==> config.mk <==
export PLATFORM = sky130hd
export DESIGN_NAME = fp_mult_pipe
export DESIGN_NICKNAME = d
export VERILOG_FILES = /design/src/rtl/fp_mult_pkg.sv /design/src/rtl/fp_norm_round.sv /design/src/rtl/fp_mult_pipe.sv
export SDC_FILE = /design/constraint.sdc
export NUM_CORES = 1
export LEC_CHECK = 0
export ABC_CLOCK_PERIOD_IN_PS = 3300
export CAP_MARGIN = 20
export CORE_MARGIN = 8
export CORE_UTILIZATION = 25
export CTS_BUF_LIST = sky130_fd_sc_hd__clkbuf_8
export CTS_CLUSTER_DIAMETER = 30
export DETAILED_ROUTE_END_ITERATION = 8
export GPL_TIMING_DRIVEN = 0
export PLACE_DENSITY = 0.5
export SLEW_MARGIN = 20
export SYNTH_ARGS = -nofsm -noshare
export SYNTH_HDL_FRONTEND = slang
export SYNTH_SLANG_ARGS = --single-unit
==> constraint.sdc <==
create_clock -name clk -period 3.3 [get_ports clk]
set_input_delay 0.33 -clock clk [delete_from_list [all_inputs] [get_ports clk]]
set_output_delay 0.33 -clock clk [all_outputs]
set_load 0.02 [all_outputs]
==> src/rtl/fp_mult_pkg.sv <==
// fp_mult_pkg: shared flag indices and exponent class decode
// for the parametrised floating-point multiplier.
package fp_mult_pkg;

  localparam int FLG_OVF = 2;
  localparam int FLG_UDF = 1;
  localparam int FLG_ZIN = 0;

  localparam int EXP_W_DEF = 5;

  typedef struct packed {
    logic zero;
    logic inf;
  } fp_class_t;

  function automatic logic [31:0] exp_ones(input int ew);
    return (32'd1 << ew) - 32'd1;
  endfunction

  // Denormals decode as zero and NaNs as inf.
  function automatic fp_class_t fp_class(
    input logic [31:0] e,
    input int          ew
  );
    fp_class_t c;
    c.zero = (e == 32'd0);
    c.inf  = (e == exp_ones(ew));
    return c;
  endfunction

endpackage

==> src/rtl/fp_norm_round.sv <==
// fp_norm_round: normalise (S2) and round/pack (S3) logic.
// Round-to-nearest-even when FP_MULT_ROUND_NEAREST_EN is defined.
module fp_norm_round
  import fp_mult_pkg::*;
#(
  parameter int EXP_W = 5,
  parameter int MAN_W = 10
) (
  input  logic [2*MAN_W+1:0]      prod_i,
  input  logic signed [EXP_W+1:0] exp_i,
  output logic [MAN_W-1:0]        nman_o,
  output logic                    nguard_o,
  output logic                    nsticky_o,
  output logic signed [EXP_W+1:0] nexp_o,
  input  logic                    sign_i,
  input  logic signed [EXP_W+1:0] rexp_i,
  input  logic [MAN_W-1:0]        rman_i,
  input  logic                    rguard_i,
  input  logic                    rsticky_i,
  input  logic                    zero_i,
  input  logic                    inf_i,
  output logic [EXP_W+MAN_W:0]    result_o,
  output logic [2:0]              flags_o
);

  localparam int XW = EXP_W + 2;
  localparam logic [EXP_W-1:0] EONES =
    EXP_W'(exp_ones(EXP_W));
  localparam logic signed [XW-1:0] EMAX =
    XW'(exp_ones(EXP_W));

  logic                 inc;
  logic [MAN_W:0]       msum;
  logic signed [XW-1:0] rexp;

  // Bring the product back to 1.x form.
  always_comb begin
    nexp_o    = exp_i;
    nman_o    = prod_i[2*MAN_W-1:MAN_W];
    nguard_o  = prod_i[MAN_W-1];
    nsticky_o = |prod_i[MAN_W-2:0];
    if (prod_i[2*MAN_W+1]) begin
      nexp_o    = exp_i + XW'(1);
      nman_o    = prod_i[2*MAN_W:MAN_W+1];
      nguard_o  = prod_i[MAN_W];
      nsticky_o = |prod_i[MAN_W-1:0];
    end
  end

`ifdef FP_MULT_ROUND_NEAREST_EN
  assign inc = rguard_i & (rsticky_i | rman_i[0]);
`else
  logic unused_gs;
  assign unused_gs = rguard_i ^ rsticky_i;
  assign inc = 1'b0;
`endif

  assign msum = {1'b0, rman_i} + {{MAN_W{1'b0}}, inc};
  assign rexp = rexp_i + {{(XW-1){1'b0}}, msum[MAN_W]};

  // Special cases first, then range checks, then pack.
  always_comb begin
    result_o = {sign_i, rexp[EXP_W-1:0], msum[MAN_W-1:0]};
    flags_o  = 3'b000;
    if (zero_i) begin
      result_o = {sign_i, {(EXP_W+MAN_W){1'b0}}};
      flags_o[FLG_ZIN] = 1'b1;
    end else if (inf_i) begin
      result_o = {sign_i, EONES, {MAN_W{1'b0}}};
    end else if (!rexp[XW-1] && rexp >= EMAX) begin
      result_o = {sign_i, EONES, {MAN_W{1'b0}}};
      flags_o[FLG_OVF] = 1'b1;
    end else if (rexp[XW-1] || rexp == XW'(0)) begin
      result_o = {sign_i, {(EXP_W+MAN_W){1'b0}}};
      flags_o[FLG_UDF] = 1'b1;
    end
  end

endmodule

==> src/rtl/fp_mult_pipe.sv <==
// fp_mult_pipe: 3-stage pipelined FP multiplier, valid/ready.
// Optional rounding: FP_MULT_ROUND_NEAREST_EN (else truncate).
module fp_mult_pipe
  import fp_mult_pkg::*;
#(
  parameter int EXP_W = EXP_W_DEF,
  parameter int MAN_W = 10,
  parameter int BIAS  = 2**(EXP_W-1)-1
) (
  input  logic                     clk,
  input  logic                     rst,
  input  logic [EXP_W+MAN_W:0]     in_a,
  input  logic [EXP_W+MAN_W:0]     in_b,
  input  logic                     in_valid,
  output logic                     in_ready,
  output logic [EXP_W+MAN_W:0]     out_result,
  output logic [2:0]               out_flags,
  output logic                     out_valid,
  input  logic                     out_ready
);

  localparam int W  = 1 + EXP_W + MAN_W;
  localparam int PW = 2*MAN_W + 2;
  localparam int XW = EXP_W + 2;

  logic stall;
  assign stall    = out_valid & ~out_ready;
  assign in_ready = ~stall;

  logic [EXP_W-1:0] ea, eb;
  logic [MAN_W-1:0] ma, mb;
  fp_class_t        ca, cb;

  assign ea = in_a[W-2:MAN_W];
  assign eb = in_b[W-2:MAN_W];
  assign ma = in_a[MAN_W-1:0];
  assign mb = in_b[MAN_W-1:0];
  assign ca = fp_class(32'(ea), EXP_W);
  assign cb = fp_class(32'(eb), EXP_W);

  logic                 s1_s_d;
  logic signed [XW-1:0] s1_e_d;
  logic [PW-1:0]        s1_p_d;

  assign s1_s_d = in_a[W-1] ^ in_b[W-1];
  assign s1_e_d = XW'(ea) + XW'(eb) - XW'(BIAS);
  assign s1_p_d = PW'({1'b1, ma}) * PW'({1'b1, mb});

  logic                 s1_v_q, s1_s_q;
  logic signed [XW-1:0] s1_e_q;
  logic [PW-1:0]        s1_p_q;
  logic [3:0]           s1_c_q;

  // S1: decode, exponent sum, mantissa product.
  always_ff @(posedge clk or posedge rst) begin
    if (rst) begin
      s1_v_q <= 1'b0;
      s1_s_q <= 1'b0;
      s1_e_q <= '0;
      s1_p_q <= '0;
      s1_c_q <= '0;
    end else if (!stall) begin
      s1_v_q <= in_valid;
      s1_s_q <= s1_s_d;
      s1_e_q <= s1_e_d;
      s1_p_q <= s1_p_d;
      s1_c_q <= {ca.inf, ca.zero, cb.inf, cb.zero};
    end
  end

  logic [MAN_W-1:0]     s2_m_d;
  logic                 s2_g_d, s2_t_d;
  logic signed [XW-1:0] s2_e_d;

  logic                 s2_v_q, s2_s_q;
  logic signed [XW-1:0] s2_e_q;
  logic [MAN_W-1:0]     s2_m_q;
  logic                 s2_g_q, s2_t_q;
  logic                 s2_z_q, s2_i_q;

  logic [W-1:0]         res_d;
  logic [2:0]           flg_d;

  fp_norm_round #(
    .EXP_W (EXP_W),
    .MAN_W (MAN_W)
  ) u_nr (
    .prod_i    (s1_p_q),
    .exp_i     (s1_e_q),
    .nman_o    (s2_m_d),
    .nguard_o  (s2_g_d),
    .nsticky_o (s2_t_d),
    .nexp_o    (s2_e_d),
    .sign_i    (s2_s_q),
    .rexp_i    (s2_e_q),
    .rman_i    (s2_m_q),
    .rguard_i  (s2_g_q),
    .rsticky_i (s2_t_q),
    .zero_i    (s2_z_q),
    .inf_i     (s2_i_q),
    .result_o  (res_d),
    .flags_o   (flg_d)
  );

  // S2: normalised mantissa with guard/sticky.
  always_ff @(posedge clk or posedge rst) begin
    if (rst) begin
      s2_v_q <= 1'b0;
      s2_s_q <= 1'b0;
      s2_e_q <= '0;
      s2_m_q <= '0;
      s2_g_q <= 1'b0;
      s2_t_q <= 1'b0;
      s2_z_q <= 1'b0;
      s2_i_q <= 1'b0;
    end else if (!stall) begin
      s2_v_q <= s1_v_q;
      s2_s_q <= s1_s_q;
      s2_e_q <= s2_e_d;
      s2_m_q <= s2_m_d;
      s2_g_q <= s2_g_d;
      s2_t_q <= s2_t_d;
      s2_z_q <= s1_c_q[2] | s1_c_q[0];
      s2_i_q <= s1_c_q[3] | s1_c_q[1];
    end
  end

  // S3: rounded, packed result held for the consumer.
  always_ff @(posedge clk or posedge rst) begin
    if (rst) begin
      out_valid  <= 1'b0;
      out_result <= '0;
      out_flags  <= '0;
    end else if (!stall) begin
      out_valid  <= s2_v_q;
      out_result <= res_d;
      out_flags  <= flg_d;
    end
  end

endmodule

[Word level (Yosys, flattened, before mapping)]
Cells that the tools add are included.
Cells by class
  $add $sub $neg: 3
  $mul: 1
  order comparisons: 1
  eq/ne operators: 2
  mux-type cells: 12
  bitwise logic cells: 6
  reduce and logical (&&, ||, !) cells: 6
Operators with widths (number)
  15-bit 2-to-1 mux: 4
  11-bit by 11-bit multiplier with 22-bit output: 1
  5-bit == test (second input constant): 2
  5-bit logical NOT: 2
  10-bit 2-to-1 mux: 1
  7-bit by 2-bit adder with 7-bit output (second input constant): 1
  7-bit by 6-bit >= comparator with 1-bit output (second input constant): 1
  7-bit logical NOT: 1
  7-bit 2-to-1 mux: 1
  6-bit by 4-bit subtractor with 7-bit output (second input constant): 1
  5-bit by 5-bit adder with 6-bit output: 1
  1-bit 2-to-1 mux: 4
  2-bit 2-to-1 mux: 2
  1-bit NOT: 2
  1-bit bitwise OR: 2
  1-bit bitwise AND: 1
  1-bit logical AND: 1
  1-bit logical NOT: 1
  1-bit logical OR: 1
  1-bit bitwise XOR: 1
Storage, ports and cells
  register bits: 76
  input port bits: 36
  output and inout port bits: 21
  logic and storage cells: 45

[Logic depth before layout (Yosys ltp)]
Gate-level depths: netlist (run 1).
  depth after elaboration: 6
  depth in mapped cells: 20
  depth with buffers taken out: 18

[By module]
From an unflattened synthesis (run 1), not the netlist that was laid out.
Unflattened totals
  cells, all modules: 886
  area, all modules: 7624.8 um^2
By module, submodules not included
  fp_mult_pipe: times used 1, cells an instance 807, area an instance 7116.8 um^2, sequential area each 1951.9 um^2
  fp_norm_round: times used 1, cells an instance 79, area an instance 508.0 um^2, sequential area each 0.0 um^2

[Worst setup path before layout (run 1)]
Ideal clock, no wire load.
  path type: input -> register
  start: in in_a[5]
  end: reg s1_p_q[19]
  library setup time: 92 ps
  data arrival time: 4626 ps
  data required time: 3208 ps
  setup slack: -1418 ps
  stages on the path: 18
  buffers on the path: 2
  cells stage by stage: clkbuf_1 -> nand2_1 -> fa_1 -> fa_1 -> inv_1 -> fa_1 -> fa_1 -> inv_1 -> fa_1 -> inv_1 -> ha_1 -> buf_2 -> nand2_1 -> nor2_1 -> a21oi_1 -> a211oi_1 -> o31a_1 -> o31ai_2
Between the ends
  cells in the longest elaborated chain, start to end: 1
RTL lines
  start, declared: RTL line fp_mult_pipe.sv:12  | input logic [EXP_W+MAN_W:0] in_a,
  11-bit by 11-bit multiplier with 22-bit output: RTL line fp_mult_pipe.sv:47  | assign s1_p_d = PW'({1'b1, ma}) * PW'({1'b1, mb});
  end signal, assigned: RTL line fp_mult_pipe.sv:66  | s1_p_q <= s1_p_d;
  end, declared: RTL line fp_mult_pipe.sv:51  | logic [PW-1:0] s1_p_q;
No other way between the ends.
A chain may end at the register's enable or synchronous reset.

[Final worst setup path (run 1)]
  start: in in_a[5]
  end: reg s1_p_q[18]
Same word-level chain as after synthesis.

==> run metrics, run 1 <==
outcome finished, violations left; violated checks setup timing; diodes inserted 0; global-route wire length before repair 29500 um; Reg-to-Reg Start out_valid$_DFFE_PP0N_; final setup vio count 12; WL/cell 14.5 um; CP Capture Type flip-flop; root buffer cell clkbuf_8; Via Count 5473; most frequent cells in the layout nand2_1 (119), inv_1 (104), fa_1 (73); Leak between 4 and 5 nW; vias in the first global route a little under 6000; Syn Inst Count 766; die span in x 182 um; kind of cell adding the most delay to the critical path adder cells; Setup WS pre-CTS -2.30 ns; Post-Layout Cell Count 1243; initial antenna violation count 0; share of the synthesized area in the top cell type 24.0%; Mapped Area 6880 sq um; TNS Setup -12.37 ns; largest net degree at the start of global routing 48; Max Cap Viol 0; FF+latch count, synth 66; FILL cells roughly 2800; Post-Route WL 18000 um; number of synthesized flops with an enable pin 0; worst-margin pin slew around 0.6 ns; critical path launch point in_a[5]; Initial Utilization 25.5%; library cells used by synthesis 51; Logic pwr share about four fifths; Hold Slack 0.279 ns; Switching Power 4.74 mW; pwr/cell area 1090 nW/um^2; worst path required time 3.57 ns; Final #Nets about 1100; CP max stage cell fa_1; vias per std cell 4.40; Final min period 4.46 ns; Mapped Nets roughly 950; Final Hold Viols 0; hpwl dp approximately 13000 um; Rel. slew slack 59.8%; H-tree depth 3; Pwr Total 10.3 mW; Largest stage delay, worst path about 0.53 ns; max frequency 224 MHz; Switching Share 46.1%; CP arrival 4.73 ns; CTS tree built; share of post-route cells with drive strength above 1 about 26%; maximum vdd drop 662 uV; CP Cell Sequence clkbuf_4, buf_8, buf_4, nand2_1, fa_1, inv_1, fa_1, fa_1, fa_1, inv_1, fa_1, inv_2, ha_4, buf_12, nand2_4, nor4_4, nand3_2, nand3_2, mux2i_1, nor3_1; leading cell type in the layout, fill and taps excluded nand2_1; Avg Synthesized Cell Area 8.98 sq um; clock power share 7.7%; Sinks on Clock Net 66; Crit path top cell by count fa_1; area delta synth->final 37.6%; DP Area a little over 8000 sq um; ys flop type dfrtp_1; DRC Markers 0; Core Footprint 27000 sq um; routability cong. about 0.80; R2R setup slack ~1.1 ns; Async S/R FF share, synth 100%; CTS buffer count 9; Post-Place Cells 1160; First-pass DRT Iterations 5; finished layout cell area 9470 sq um; Rows 60; Internal 5.55 mW; port bufs 52; io pins 57; Synth area leader dfrtp_1; Max Slew Vio Count 0; GRT Util Overall 10.9%; maximum clock path buffer count 2; crit path setup slack, layout -1.16 ns; WP buf/inv 7; HP Class input port to asynchronous set/reset pin; sequential fraction of the synthesis area roughly 24%; Critical Path Start Type input port; fin util 35.0%; Final ANT Viol Nets 0; Die Y about 180 um; Flop pwr share 13.5%; RSZ-0062 raised after global routing true; clk slew on worst S/H paths around 0.080 ns; initial DRC count 267; final worst path period share 135%; total gr overflow 0; worst-path fanout max 4; ranking of synthesized cells by area dfrtp_1 (24%), fa_1 (23%), ha_1 (12%), nand2_1 (7.6%), inv_1 (6.6%); Levels on crit path 20; skew final 0.0116 ns; Worst-Skew Late Latency 0.35 ns; Setup Crit Path Kind input port to flip-flop; depth of the worst register-to-register path 7; DIE AREA ~33000 sq um; Yosys warning total 0
kinds of logic after synthesis:
family | share of synthesized area (%)
simple gates | 16.5
compound gates | 11.1
buf+inv | 8.66
mux | 2.33
xor+xnor | 2.16
flops | 24.0
fa+ha+maj | 35.3
area by class of cell:
| type | count | area, sq um | area share (%) |
|---|---|---|---|
| Clock inverter | 4 | 72.6 | 0.767 |
| Buffer | 34 | 317 | 3.34 |
| Inverter | 122 | 463 | 4.89 |
| Clock buffer | 12 | 165 | 1.74 |
| Timing Repair Buffer | 121 | 1140 | 12.1 |
| Sequential cell | 66 | 1650 | 17.4 |
| Multi-Input combinational cell | 543 | 5230 | 55.2 |
| Tap cell | 341 | 427 | 4.51 |
per-layer routing:
layer | GRT usage (%) | share of wire (%) | vias to the layer above
li1 | - | - | 2729
met1 | 14.4 | 48 | 2652
met2 | 17.9 | 47 | 71
met3 | 1.76 | 3.2 | 21
met4 | 3.21 | 1.7 | 0
met5 | 0 | 0 | -
timing repair:
item | in CTS | in global routing
hold buffers | 0 | 0
endpoints found under the setup margin | 13 | 12
pin swaps | 44 | 85
setup buffers | 39 | 27
cloned | 2 | 0
gates resized for setup | 124 | 106
synthesized netlist by cell type, types with 2 or more instances:
cell / n
nand2_1: 139
inv_1: 121
fa_1: 80
dfrtp_1: 66
ha_1: 66
and2_1: 33
nor2_1: 33
o21ai_0: 33
clkbuf_1: 29
a21oi_1: 28
a22o_1: 16
mux2i_1: 16
nand3_1: 13
xor2_1: 9
a21o_1: 8
xnor2_1: 8
nand4_1: 6
nor4_1: 6
nor3_1: 5
buf_2: 4
a211oi_1: 3
a21oi_2: 3
a31oi_1: 3
and3_1: 3
o22ai_1: 3
nand4_2: 2
nor2b_1: 2
o211ai_1: 2
o21ai_1: 2
o21ai_2: 2
o31ai_1: 2
power by group through the flow:
stage               clock, mW  combinational, mW  sequential [mW]
finish                  0.797               8.11             1.39
global route            0.849               8.90             1.44
CTS                     0.815               6.43             1.39
detailed placement          0               5.54             1.41
global placement            0               5.52             1.40
floorplan                   0               4.17             1.47
registers in the layout, indices dropped and copies added, names as in the netlist:
name and count:
s1_p_q 12, s1_v_q 1, s2_v_q 1, s2_e_q 7
out_result 16, s2_z_q 1, out_flags 3, s2_m_q 10
s1_e_q 7, out_valid 1, s1_s_q 1, s2_i_q 1
s2_s_q 1, s1_c_q 4
worst paths after layout:
check,endpoint
max,s1_p_q[18]$_DFFE_PP0N_
min,s1_p_q[10]$_DFFE_PP0N_
min reg2reg,s1_c_q[0]$_DFFE_PP0N_
max reg2reg,s2_z_q$_DFFE_PP0N_
min in group clk,s1_c_q[0]$_DFFE_PP0N_
max in group asynchronous,s1_e_q[3]$_DFFE_PP0N_
Power figures use the tool's default switching activity.
==> run 2, diff against run 1 <==
--- a/config.mk
+++ b/config.mk
@@ -10,7 +10,6 @@
 export CORE_MARGIN = 8
 export CORE_UTILIZATION = 25
 export CTS_BUF_LIST = sky130_fd_sc_hd__clkbuf_8
-export CTS_CLUSTER_DIAMETER = 30
 export DETAILED_ROUTE_END_ITERATION = 8
 export GPL_TIMING_DRIVEN = 0
 export PLACE_DENSITY = 0.5
==> results of run 2 <==
No change in the layout: final DEF, timing and power equal those of run 1.
